$ cat src/rtl/exp6_unidade_controle_if.sv
// Control/status bundle between the game control unit (master) and the datapath (slave).
interface exp6_unidade_controle_if;
  logic       iniciar;
  logic       jogada_feita;
  logic       chavesIgualMemoria;
  logic       enderecoIgualSequencia;
  logic       fimL;
  logic       fimTMR;
  logic       timeout;

  logic       zeraE;
  logic       zeraL;
  logic       zeraR;
  logic       zeraM;
  logic       zeraTMR;
  logic       contaE;
  logic       contaL;
  logic       contaTMR;
  logic       registraR;
  logic       registraM;
  logic       pronto;
  logic       ganhou;
  logic       perdeu;
  logic       db_timeout;
  logic [4:0] db_estado;

  modport master (
    input  iniciar, jogada_feita, chavesIgualMemoria, enderecoIgualSequencia,
           fimL, fimTMR, timeout,
    output zeraE, zeraL, zeraR, zeraM, zeraTMR, contaE, contaL, contaTMR,
           registraR, registraM, pronto, ganhou, perdeu, db_timeout, db_estado
  );

  modport slave (
    output iniciar, jogada_feita, chavesIgualMemoria, enderecoIgualSequencia,
           fimL, fimTMR, timeout,
    input  zeraE, zeraL, zeraR, zeraM, zeraTMR, contaE, contaL, contaTMR,
           registraR, registraM, pronto, ganhou, perdeu, db_timeout, db_estado
  );
endinterface

$ cat src/rtl/exp6_unidade_controle.sv
// Moore control unit for the memory-sequence game: show L+1 words, collect L+1 moves, grow L.
// Optional macro EXP6_TIMEOUT_EN enables the player inactivity timeout (state fim_timeout).
//
// state                  | meaning
// 00 inicial             | idle, waits for iniciar
// 01 preparacao          | clear address, sequence, move register, display, timer
// 02 carrega             | load memory word into display, clear timer
// 03 mostra              | display word until timer terminal
// 04 apaga               | blank display, clear timer
// 05 verifica_mostra     | last word of this round shown?
// 06 incrementa_mostra   | next display address
// 07 fim_mostra          | rewind address for player input
// 08 espera_jogada       | wait for a move (or timeout)
// 09 registra            | latch the move
// 0A comparacao          | verdict on the latched move
// 0B proxima_jogada      | next move address
// 0C ultima_sequencia    | was this the final round?
// 0D proxima_sequencia   | grow sequence, rewind address
// 0E acertou             | game won
// 0F errou               | game lost by wrong move
// 10 fim_timeout         | game lost by inactivity
module exp6_unidade_controle (
  input  logic                     clock,
  input  logic                     reset,
  exp6_unidade_controle_if.master  ctrl
);

  typedef enum logic [4:0] {
    INICIAL           = 5'h00,
    PREPARACAO        = 5'h01,
    CARREGA           = 5'h02,
    MOSTRA            = 5'h03,
    APAGA             = 5'h04,
    VERIFICA_MOSTRA   = 5'h05,
    INCREMENTA_MOSTRA = 5'h06,
    FIM_MOSTRA        = 5'h07,
    ESPERA_JOGADA     = 5'h08,
    REGISTRA          = 5'h09,
    COMPARACAO        = 5'h0A,
    PROXIMA_JOGADA    = 5'h0B,
    ULTIMA_SEQUENCIA  = 5'h0C,
    PROXIMA_SEQUENCIA = 5'h0D,
    ACERTOU           = 5'h0E,
    ERROU             = 5'h0F,
    FIM_TIMEOUT       = 5'h10
  } state_t;

  // Plain vector register so the unused codes 11h-1Fh are representable and decode safely.
  logic [4:0] state_q;
  logic [4:0] state_d;

  always_ff @(posedge clock) begin
    if (!reset) state_q <= INICIAL;
    else        state_q <= state_d;
  end

  always_comb begin
    state_d = INICIAL;
    case (state_q)
      INICIAL:           state_d = ctrl.iniciar ? PREPARACAO : INICIAL;
      PREPARACAO:        state_d = CARREGA;
      CARREGA:           state_d = MOSTRA;
      MOSTRA:            state_d = ctrl.fimTMR ? APAGA : MOSTRA;
      APAGA:             state_d = VERIFICA_MOSTRA;
      VERIFICA_MOSTRA:   state_d = ctrl.enderecoIgualSequencia ? FIM_MOSTRA : INCREMENTA_MOSTRA;
      INCREMENTA_MOSTRA: state_d = CARREGA;
      FIM_MOSTRA:        state_d = ESPERA_JOGADA;
      ESPERA_JOGADA: begin
        // A move landing in the same cycle as the timeout still counts.
        if (ctrl.jogada_feita) state_d = REGISTRA;
`ifdef EXP6_TIMEOUT_EN
        else if (ctrl.timeout) state_d = FIM_TIMEOUT;
`endif
        else state_d = ESPERA_JOGADA;
      end
      REGISTRA:          state_d = COMPARACAO;
      COMPARACAO: begin
        if (!ctrl.chavesIgualMemoria)          state_d = ERROU;
        else if (ctrl.enderecoIgualSequencia)  state_d = ULTIMA_SEQUENCIA;
        else                                   state_d = PROXIMA_JOGADA;
      end
      PROXIMA_JOGADA:    state_d = ESPERA_JOGADA;
      ULTIMA_SEQUENCIA:  state_d = ctrl.fimL ? ACERTOU : PROXIMA_SEQUENCIA;
      PROXIMA_SEQUENCIA: state_d = CARREGA;
      ACERTOU:           state_d = ctrl.iniciar ? PREPARACAO : ACERTOU;
      ERROU:             state_d = ctrl.iniciar ? PREPARACAO : ERROU;
`ifdef EXP6_TIMEOUT_EN
      FIM_TIMEOUT:       state_d = ctrl.iniciar ? PREPARACAO : FIM_TIMEOUT;
`endif
      default:           state_d = INICIAL;
    endcase
  end

  always_comb begin
    ctrl.zeraE      = 1'b0;
    ctrl.zeraL      = 1'b0;
    ctrl.zeraR      = 1'b0;
    ctrl.zeraM      = 1'b0;
    ctrl.zeraTMR    = 1'b0;
    ctrl.contaE     = 1'b0;
    ctrl.contaL     = 1'b0;
    ctrl.contaTMR   = 1'b0;
    ctrl.registraR  = 1'b0;
    ctrl.registraM  = 1'b0;
    ctrl.pronto     = 1'b0;
    ctrl.ganhou     = 1'b0;
    ctrl.perdeu     = 1'b0;
    ctrl.db_timeout = 1'b0;
    case (state_q)
      PREPARACAO: begin
        ctrl.zeraE   = 1'b1;
        ctrl.zeraL   = 1'b1;
        ctrl.zeraR   = 1'b1;
        ctrl.zeraM   = 1'b1;
        ctrl.zeraTMR = 1'b1;
      end
      CARREGA: begin
        ctrl.registraM = 1'b1;
        ctrl.zeraTMR   = 1'b1;
      end
      MOSTRA:            ctrl.contaTMR = 1'b1;
      APAGA: begin
        ctrl.zeraM   = 1'b1;
        ctrl.zeraTMR = 1'b1;
      end
      INCREMENTA_MOSTRA: ctrl.contaE = 1'b1;
      FIM_MOSTRA: begin
        ctrl.zeraE = 1'b1;
        ctrl.zeraR = 1'b1;
      end
      REGISTRA:          ctrl.registraR = 1'b1;
      PROXIMA_JOGADA:    ctrl.contaE = 1'b1;
      PROXIMA_SEQUENCIA: begin
        ctrl.contaL = 1'b1;
        ctrl.zeraE  = 1'b1;
        ctrl.zeraR  = 1'b1;
      end
      ACERTOU: begin
        ctrl.pronto = 1'b1;
        ctrl.ganhou = 1'b1;
      end
      ERROU: begin
        ctrl.pronto = 1'b1;
        ctrl.perdeu = 1'b1;
      end
`ifdef EXP6_TIMEOUT_EN
      FIM_TIMEOUT: begin
        ctrl.pronto     = 1'b1;
        ctrl.perdeu     = 1'b1;
        ctrl.db_timeout = 1'b1;
      end
`endif
      default: ;
    endcase
  end

  assign ctrl.db_estado = state_q;

endmodule
$ cat src/flat_wrapper.sv
// flat-port wrapper written by rule: the top's interface ports become plain ports
module exp6_unidade_controle_flat 
  (clock, reset, ctrl_iniciar, ctrl_jogada_feita, ctrl_chavesIgualMemoria, ctrl_enderecoIgualSequencia, ctrl_fimL, ctrl_fimTMR, ctrl_timeout, ctrl_zeraE, ctrl_zeraL, ctrl_zeraR, ctrl_zeraM, ctrl_zeraTMR, ctrl_contaE, ctrl_contaL, ctrl_contaTMR, ctrl_registraR, ctrl_registraM, ctrl_pronto, ctrl_ganhou, ctrl_perdeu, ctrl_db_timeout, ctrl_db_estado);
  exp6_unidade_controle_if ctrl_i ();
  input  logic clock;
  input  logic reset;
  input wire logic [$bits(ctrl_i.iniciar)-1:0] ctrl_iniciar;
  input wire logic [$bits(ctrl_i.jogada_feita)-1:0] ctrl_jogada_feita;
  input wire logic [$bits(ctrl_i.chavesIgualMemoria)-1:0] ctrl_chavesIgualMemoria;
  input wire logic [$bits(ctrl_i.enderecoIgualSequencia)-1:0] ctrl_enderecoIgualSequencia;
  input wire logic [$bits(ctrl_i.fimL)-1:0] ctrl_fimL;
  input wire logic [$bits(ctrl_i.fimTMR)-1:0] ctrl_fimTMR;
  input wire logic [$bits(ctrl_i.timeout)-1:0] ctrl_timeout;
  output wire logic [$bits(ctrl_i.zeraE)-1:0] ctrl_zeraE;
  output wire logic [$bits(ctrl_i.zeraL)-1:0] ctrl_zeraL;
  output wire logic [$bits(ctrl_i.zeraR)-1:0] ctrl_zeraR;
  output wire logic [$bits(ctrl_i.zeraM)-1:0] ctrl_zeraM;
  output wire logic [$bits(ctrl_i.zeraTMR)-1:0] ctrl_zeraTMR;
  output wire logic [$bits(ctrl_i.contaE)-1:0] ctrl_contaE;
  output wire logic [$bits(ctrl_i.contaL)-1:0] ctrl_contaL;
  output wire logic [$bits(ctrl_i.contaTMR)-1:0] ctrl_contaTMR;
  output wire logic [$bits(ctrl_i.registraR)-1:0] ctrl_registraR;
  output wire logic [$bits(ctrl_i.registraM)-1:0] ctrl_registraM;
  output wire logic [$bits(ctrl_i.pronto)-1:0] ctrl_pronto;
  output wire logic [$bits(ctrl_i.ganhou)-1:0] ctrl_ganhou;
  output wire logic [$bits(ctrl_i.perdeu)-1:0] ctrl_perdeu;
  output wire logic [$bits(ctrl_i.db_timeout)-1:0] ctrl_db_timeout;
  output wire logic [$bits(ctrl_i.db_estado)-1:0] ctrl_db_estado;
  assign ctrl_i.iniciar = ctrl_iniciar;
  assign ctrl_i.jogada_feita = ctrl_jogada_feita;
  assign ctrl_i.chavesIgualMemoria = ctrl_chavesIgualMemoria;
  assign ctrl_i.enderecoIgualSequencia = ctrl_enderecoIgualSequencia;
  assign ctrl_i.fimL = ctrl_fimL;
  assign ctrl_i.fimTMR = ctrl_fimTMR;
  assign ctrl_i.timeout = ctrl_timeout;
  assign ctrl_zeraE = ctrl_i.zeraE;
  assign ctrl_zeraL = ctrl_i.zeraL;
  assign ctrl_zeraR = ctrl_i.zeraR;
  assign ctrl_zeraM = ctrl_i.zeraM;
  assign ctrl_zeraTMR = ctrl_i.zeraTMR;
  assign ctrl_contaE = ctrl_i.contaE;
  assign ctrl_contaL = ctrl_i.contaL;
  assign ctrl_contaTMR = ctrl_i.contaTMR;
  assign ctrl_registraR = ctrl_i.registraR;
  assign ctrl_registraM = ctrl_i.registraM;
  assign ctrl_pronto = ctrl_i.pronto;
  assign ctrl_ganhou = ctrl_i.ganhou;
  assign ctrl_perdeu = ctrl_i.perdeu;
  assign ctrl_db_timeout = ctrl_i.db_timeout;
  assign ctrl_db_estado = ctrl_i.db_estado;
  exp6_unidade_controle u_core (.clock(clock), .reset(reset), .ctrl(ctrl_i));
endmodule
$ cat config.mk
export PLATFORM = sky130hd
export DESIGN_NAME = exp6_unidade_controle_flat
export DESIGN_NICKNAME = d
export VERILOG_FILES = /design/src/rtl/exp6_unidade_controle_if.sv /design/src/rtl/exp6_unidade_controle.sv /design/src/flat_wrapper.sv
export SDC_FILE = /design/constraint.sdc
export NUM_CORES = 1
export LEC_CHECK = 0
export ABC_AREA = 1
export CAP_MARGIN = 20
export CORE_AREA = 2 2 39 41
export CTS_CLUSTER_DIAMETER = 40
export DETAILED_ROUTE_END_ITERATION = 7
export DIE_AREA = 0 0 41 43
export HOLD_SLACK_MARGIN = 0.15
export PLACE_DENSITY_LB_ADDON = 0.12
export SLEW_MARGIN = 20
export SYNTH_ARGS = -nofsm -noshare
export SYNTH_HDL_FRONTEND = slang
export SYNTH_SLANG_ARGS = --single-unit
$ cat constraint.sdc
create_clock -name clock -period 2.2 [get_ports clock]
set_input_delay 0.66 -clock clock [delete_from_list [all_inputs] [get_ports clock]]
set_output_delay 0.66 -clock clock [all_outputs]
set_load 0.01 [all_outputs]
Yosys cells after proc, flatten, opt, wreduce, memory -nomap -nowiden
Cells that the tools add are included.

operators by class
  eq/ne operators = 15
  reductions and logical operators = 8
  muxes and demuxes = 22

operator list
  operator                                              number
  one-hot mux 5 bit (13 select lines)                   1
  equality test 5 x 4 -> 1 bit (second input constant)  8
  equality test 5 x 3 -> 1 bit (second input constant)  4
  2-to-1 mux 1 bit                                      15
  equality test 5 x 2 -> 1 bit (second input constant)  2
  OR reduction 3 bit                                    3
  2-to-1 mux 4 bit                                      2
  OR reduction 2 bit                                    4
  2-to-1 mux 3 bit                                      2
  equality test 5 x 1 -> 1 bit (second input constant)  1
  logical NOT 5 bit                                     1
  2-to-1 mux 5 bit                                      1
  2-to-1 mux 2 bit                                      1

word-level totals
  input port bits = 9
  register bits after elaboration = 5

Depth between registers and ports, before layout
  depth in word-level cells = 3
  gate-level depth with buffers = 7
  mapped depth without buffers = 7

Worst setup path before layout
No wires, ideal clock.

  kind = register -> output
  start point = reg u_core.state_q[0], in the netlist u_core.ctrl.db_estado[0]
  end point = out ctrl_zeraR
  cell stages (with the launch flop) = 6
  setup slack = 463 ps
  data arrival time = 1077 ps
  buffers on the path = 1
  data required time = 1540 ps
  cell sequence = dfxtp_1 > inv_2 > nor2_2 > o21ai_1 > nand2_1 > buf_4

between the ends
  cells in the longest elaborated chain, start to end = 3

ends and longest elaborated chain
  what                                                  RTL line                     RTL
  start, declared                                       exp6_unidade_controle.sv:49  logic [4:0] state_q;
  start signal, assigned                                exp6_unidade_controle.sv:54  else state_q <= state_d;
  equality test 5 x 3 -> 1 bit (tied with other cells)  -
  OR reduction 3 bit (no source line) *                 -
  2-to-1 mux 1 bit *                                    -
  end, declared                                         flat_wrapper.sv:16           output wire logic [$bits(ctrl_i.zeraR)-1:0] ctrl_zeraR;

Mark *: on every way between the ends. The rest lies on a longest branch, timed or not.

Worst setup path in the final report
  start point = reg u_core.state_q[1], in the netlist u_core.ctrl.db_estado[1]
  end point = out ctrl_ganhou

between the ends
  cells in the longest elaborated chain, start to end = 2

ends and longest elaborated chain
  what                          RTL line                      RTL
  equality test 5 x 4 -> 1 bit  exp6_unidade_controle.sv:109  case (state_q)
  2-to-1 mux 1 bit              exp6_unidade_controle.sv:109
  end, declared                 flat_wrapper.sv:25            output wire logic [$bits(ctrl_i.ganhou)-1:0] ctrl_ganhou;

Every way passes these cells.

==> metrics.md <==
| Metric | Value |
|---|---|
| Outcome | `finished, final reports clean` |
| Sequential element share of the synthesized area | `18.6%` |
| CP delay by family, top | `buffers and inverters` |
| Fin. Hold Viols | `0` |
| Cell Area, Synth | `432 um2` |
| Startpoint types | `flip-flop` |
| Core area | `1380 um2` |
| Die Wd | `41 um` |
| Critical Path RT | `1.54 ns` |
| Layout cells sized above 1 | `24.3%` |
| Synth Register Bits | `4` |
| Largest net degree at the start of global routing | `8` |
| Synth unique cells | `20` |
| Global Route Usage Sum | `18.0%` |
| Total leakage power | `0.000487 uW` |
| # port buffers | `24` |
| Cells after Synth | `78` |
| CTS tree | `done` |
| Post-synth EDFFs | `0` |
| Post-Layout Inst Area | `792 um2` |
| Setup TNS | `0 ns` |
| Most Crowded Layer GR | `met2` |
| Crit path DAT | `1.43 ns` |
| Setup CP Type | `flip-flop to primary output` |
| Longest Clk Path Bufs | `2` |
| Root Buffer | `clkbuf_4` |
| Leading area contributor after synthesis | `dfxtp_1` |
| Slew Limit Fails | `0` |
| Crit-path max cell delay | `0.55 ns` |
| GPL Wtd Cong | `0.857` |
| Setup violators final | `0` |
| CTS buffer count | `3` |
| First-pass GRT wire length | `2180 um` |
| RSZ-0062 raised after global routing | `false` |
| Max cap viols | `0` |
| Growth of design area from synthesis to finish | `83.5%` |
| N_diodes | `0` |
| Worst-Skew Late Latency | `0.23 ns` |
| Post-route minimum period | `2.09 ns` |
| # DRC | `0` |
| Post-DP Area | `733 um2` |
| DRT Pass-1 Iters | `5` |
| CP max-delay cell | `clkdlybuf4s50_1` |
| Worst-path cell chain | `inv_2, nor3_1, clkdlybuf4s50_1` |
| Chip height | `43 um` |
| Worst Path Max Fanout | `7` |
| Average size of a mapped cell | `5.53 um2` |
| M1 GR Usage | `24.4%` |
| Most frequent cells after synthesis | `nand2_1 (18), inv_1 (14), nor2_1 (10)` |
| Met2 Use GR | `26.6%` |
| Hold WC Path Type | `flip-flop to flip-flop` |
| Most frequent cell after synthesis | `nand2_1` |
| Routed wire length | `1270 um` |
| Fillers | `153` |
| H-tree levels | `1` |
| Vias | `596` |
| Yosys warnings | `0` |
| Max VDD drop | `0.253 mV` |
| FP Rows | `14` |
| Die Area | `1760 um2` |
| Clock Skew | `0.00499 ns` |
| Post-synth ARST share | `0%` |
| Routed Antenna Nets | `0` |
| Crit share post-route | `95.0%` |
| Max Fclk | `0.479 GHz` |
| Ys flop type | `dfxtp_1` |
| Met3 usage | `2.09%` |
| Aggregate global routing overflow | `0` |
| Post-synth top area share | `18.6%` |
| Max reg flops | `4` |
| CTS hold repair buffers | `0` |
| Top cells by area, synth | `dfxtp_1 (19%), nand2_1 (16%), inv_1 (12%), nor2_1 (8.7%), nand3_1 (7.0%)` |
| Pwr/cell area | `502 nW/um2` |
| Initial antenna violation count | `0` |
| Worst-path clk slew | `0.04 ns` |
| Fin nets | `122` |
| Worst Path Buf+Inv | `2` |
| Clk sinks | `4` |
| Drt wl/cell | `9.98 um` |
| Initial Util | `31.2%` |
| Top-level I/O count | `28` |
| Via/cell ratio | `4.69` |
| Vias in the first global route | `524` |
| Post-CTS Repair Setup Buffers | `0` |
| Crit. End Element | `primary output` |
| DRT iter0 DRCs | `9` |
| DP HPWL | `1030 um` |
## path summary, 6_finish.rpt
path,startpoint,endpoint,slack [ns],depth (start not counted)
min reg2reg,u_core.ctrl.db_estado[2],u_core.ctrl.db_estado[3],0.62,3
max,u_core.ctrl.db_estado[1],ctrl_ganhou,0.11,3
max reg2reg,u_core.ctrl.db_estado[1],u_core.ctrl.db_estado[2],1.03,6
min,u_core.ctrl.db_estado[2],u_core.ctrl.db_estado[3],0.62,3
## metrics by stage
step           total power [uW]  util (%)  hold slack (ns)  instances  worst slack (ns)
4_1_cts                     400      55.6            0.620        127          0.000423
3_5_place_dp                313      53.0            0.652        124            0.0931
3_3_place_gp                312      53.0            0.648        124            0.0847
6_report                    398      57.2            0.616        127             0.111
2_1_floorplan               197         -            0.650         79             0.463
5_1_grt                     430      57.2            0.664        127            0.0402
## metal layers
layer  routed length [um]  share of wire [%]
met1                  568                 45
met2                  638                 50
met3                   60                4.7
met4                    0                  0
met5                    0                  0
## layout make-up
cell class,count,area (um2),area share [%]
well taps,16,20.0,2.53
repair buffers,32,305,38.5
inverters,16,60.1,7.58
multi-input cells,56,297,37.4
flip-flops and latches,4,87.6,11.1
clock buffers,3,22.5,2.84
## worst register-to-register path, stage by stage (launching register included)
cell,delay [ns]
dfxtp_4,0.39
inv_2,0.09
buf_4,0.14
nand2_1,0.05
nor2_1,0.05
a21oi_1,0.20
a31oi_1,0.11
## power by group
part / leakage (uW) / switching [uW] / internal (uW)
sequential: 0.0000347 / 17.1 / 83.4
clock: 0.0000138 / 29.1 / 61.0
combinational: 0.000439 / 104 / 103
## kinds of logic (layout without fill, tap and decap cells)
| kind of cell | Yosys count | count (layout) | share of synthesized area, % |
|---|---|---|---|
| other | 1 | 2 | 0.869 |
| AO/OA/AOI/OAI | 12 | 12 | 17.7 |
| flip-flops | 4 | 4 | 18.6 |
| buffers and inverters | 19 | 51 | 19.1 |
| AND/OR/NAND/NOR | 42 | 42 | 43.8 |
## cell usage in the layout (no fill, tap or decap)
master and count:
a21oi_1 2, a31oi_1 2, buf_4 8, clkbuf_4 3
clkdlybuf4s50_1 13, conb_1 2, dfxtp_2 3, dfxtp_4 1
dlygate4sd2_1 6, dlymetal6s2s_1 5, inv_1 14, inv_2 2
nand2_1 17, nand2_2 2, nand3_1 6, nand3b_1 1
nand4_1 1, nor2_1 7, nor2_2 3, nor2_4 3
nor3_1 2, o211ai_1 4, o21ai_0 1, o21ai_1 1
o21ai_2 2
## timing repair
action | in CTS | in global routing
gates cloned | 0 | 0
pin swaps | 0 | 0
gates resized for setup | 15 | 8
setup endpoints to repair | 12 | 5
Power figures use the tool's default switching activity.
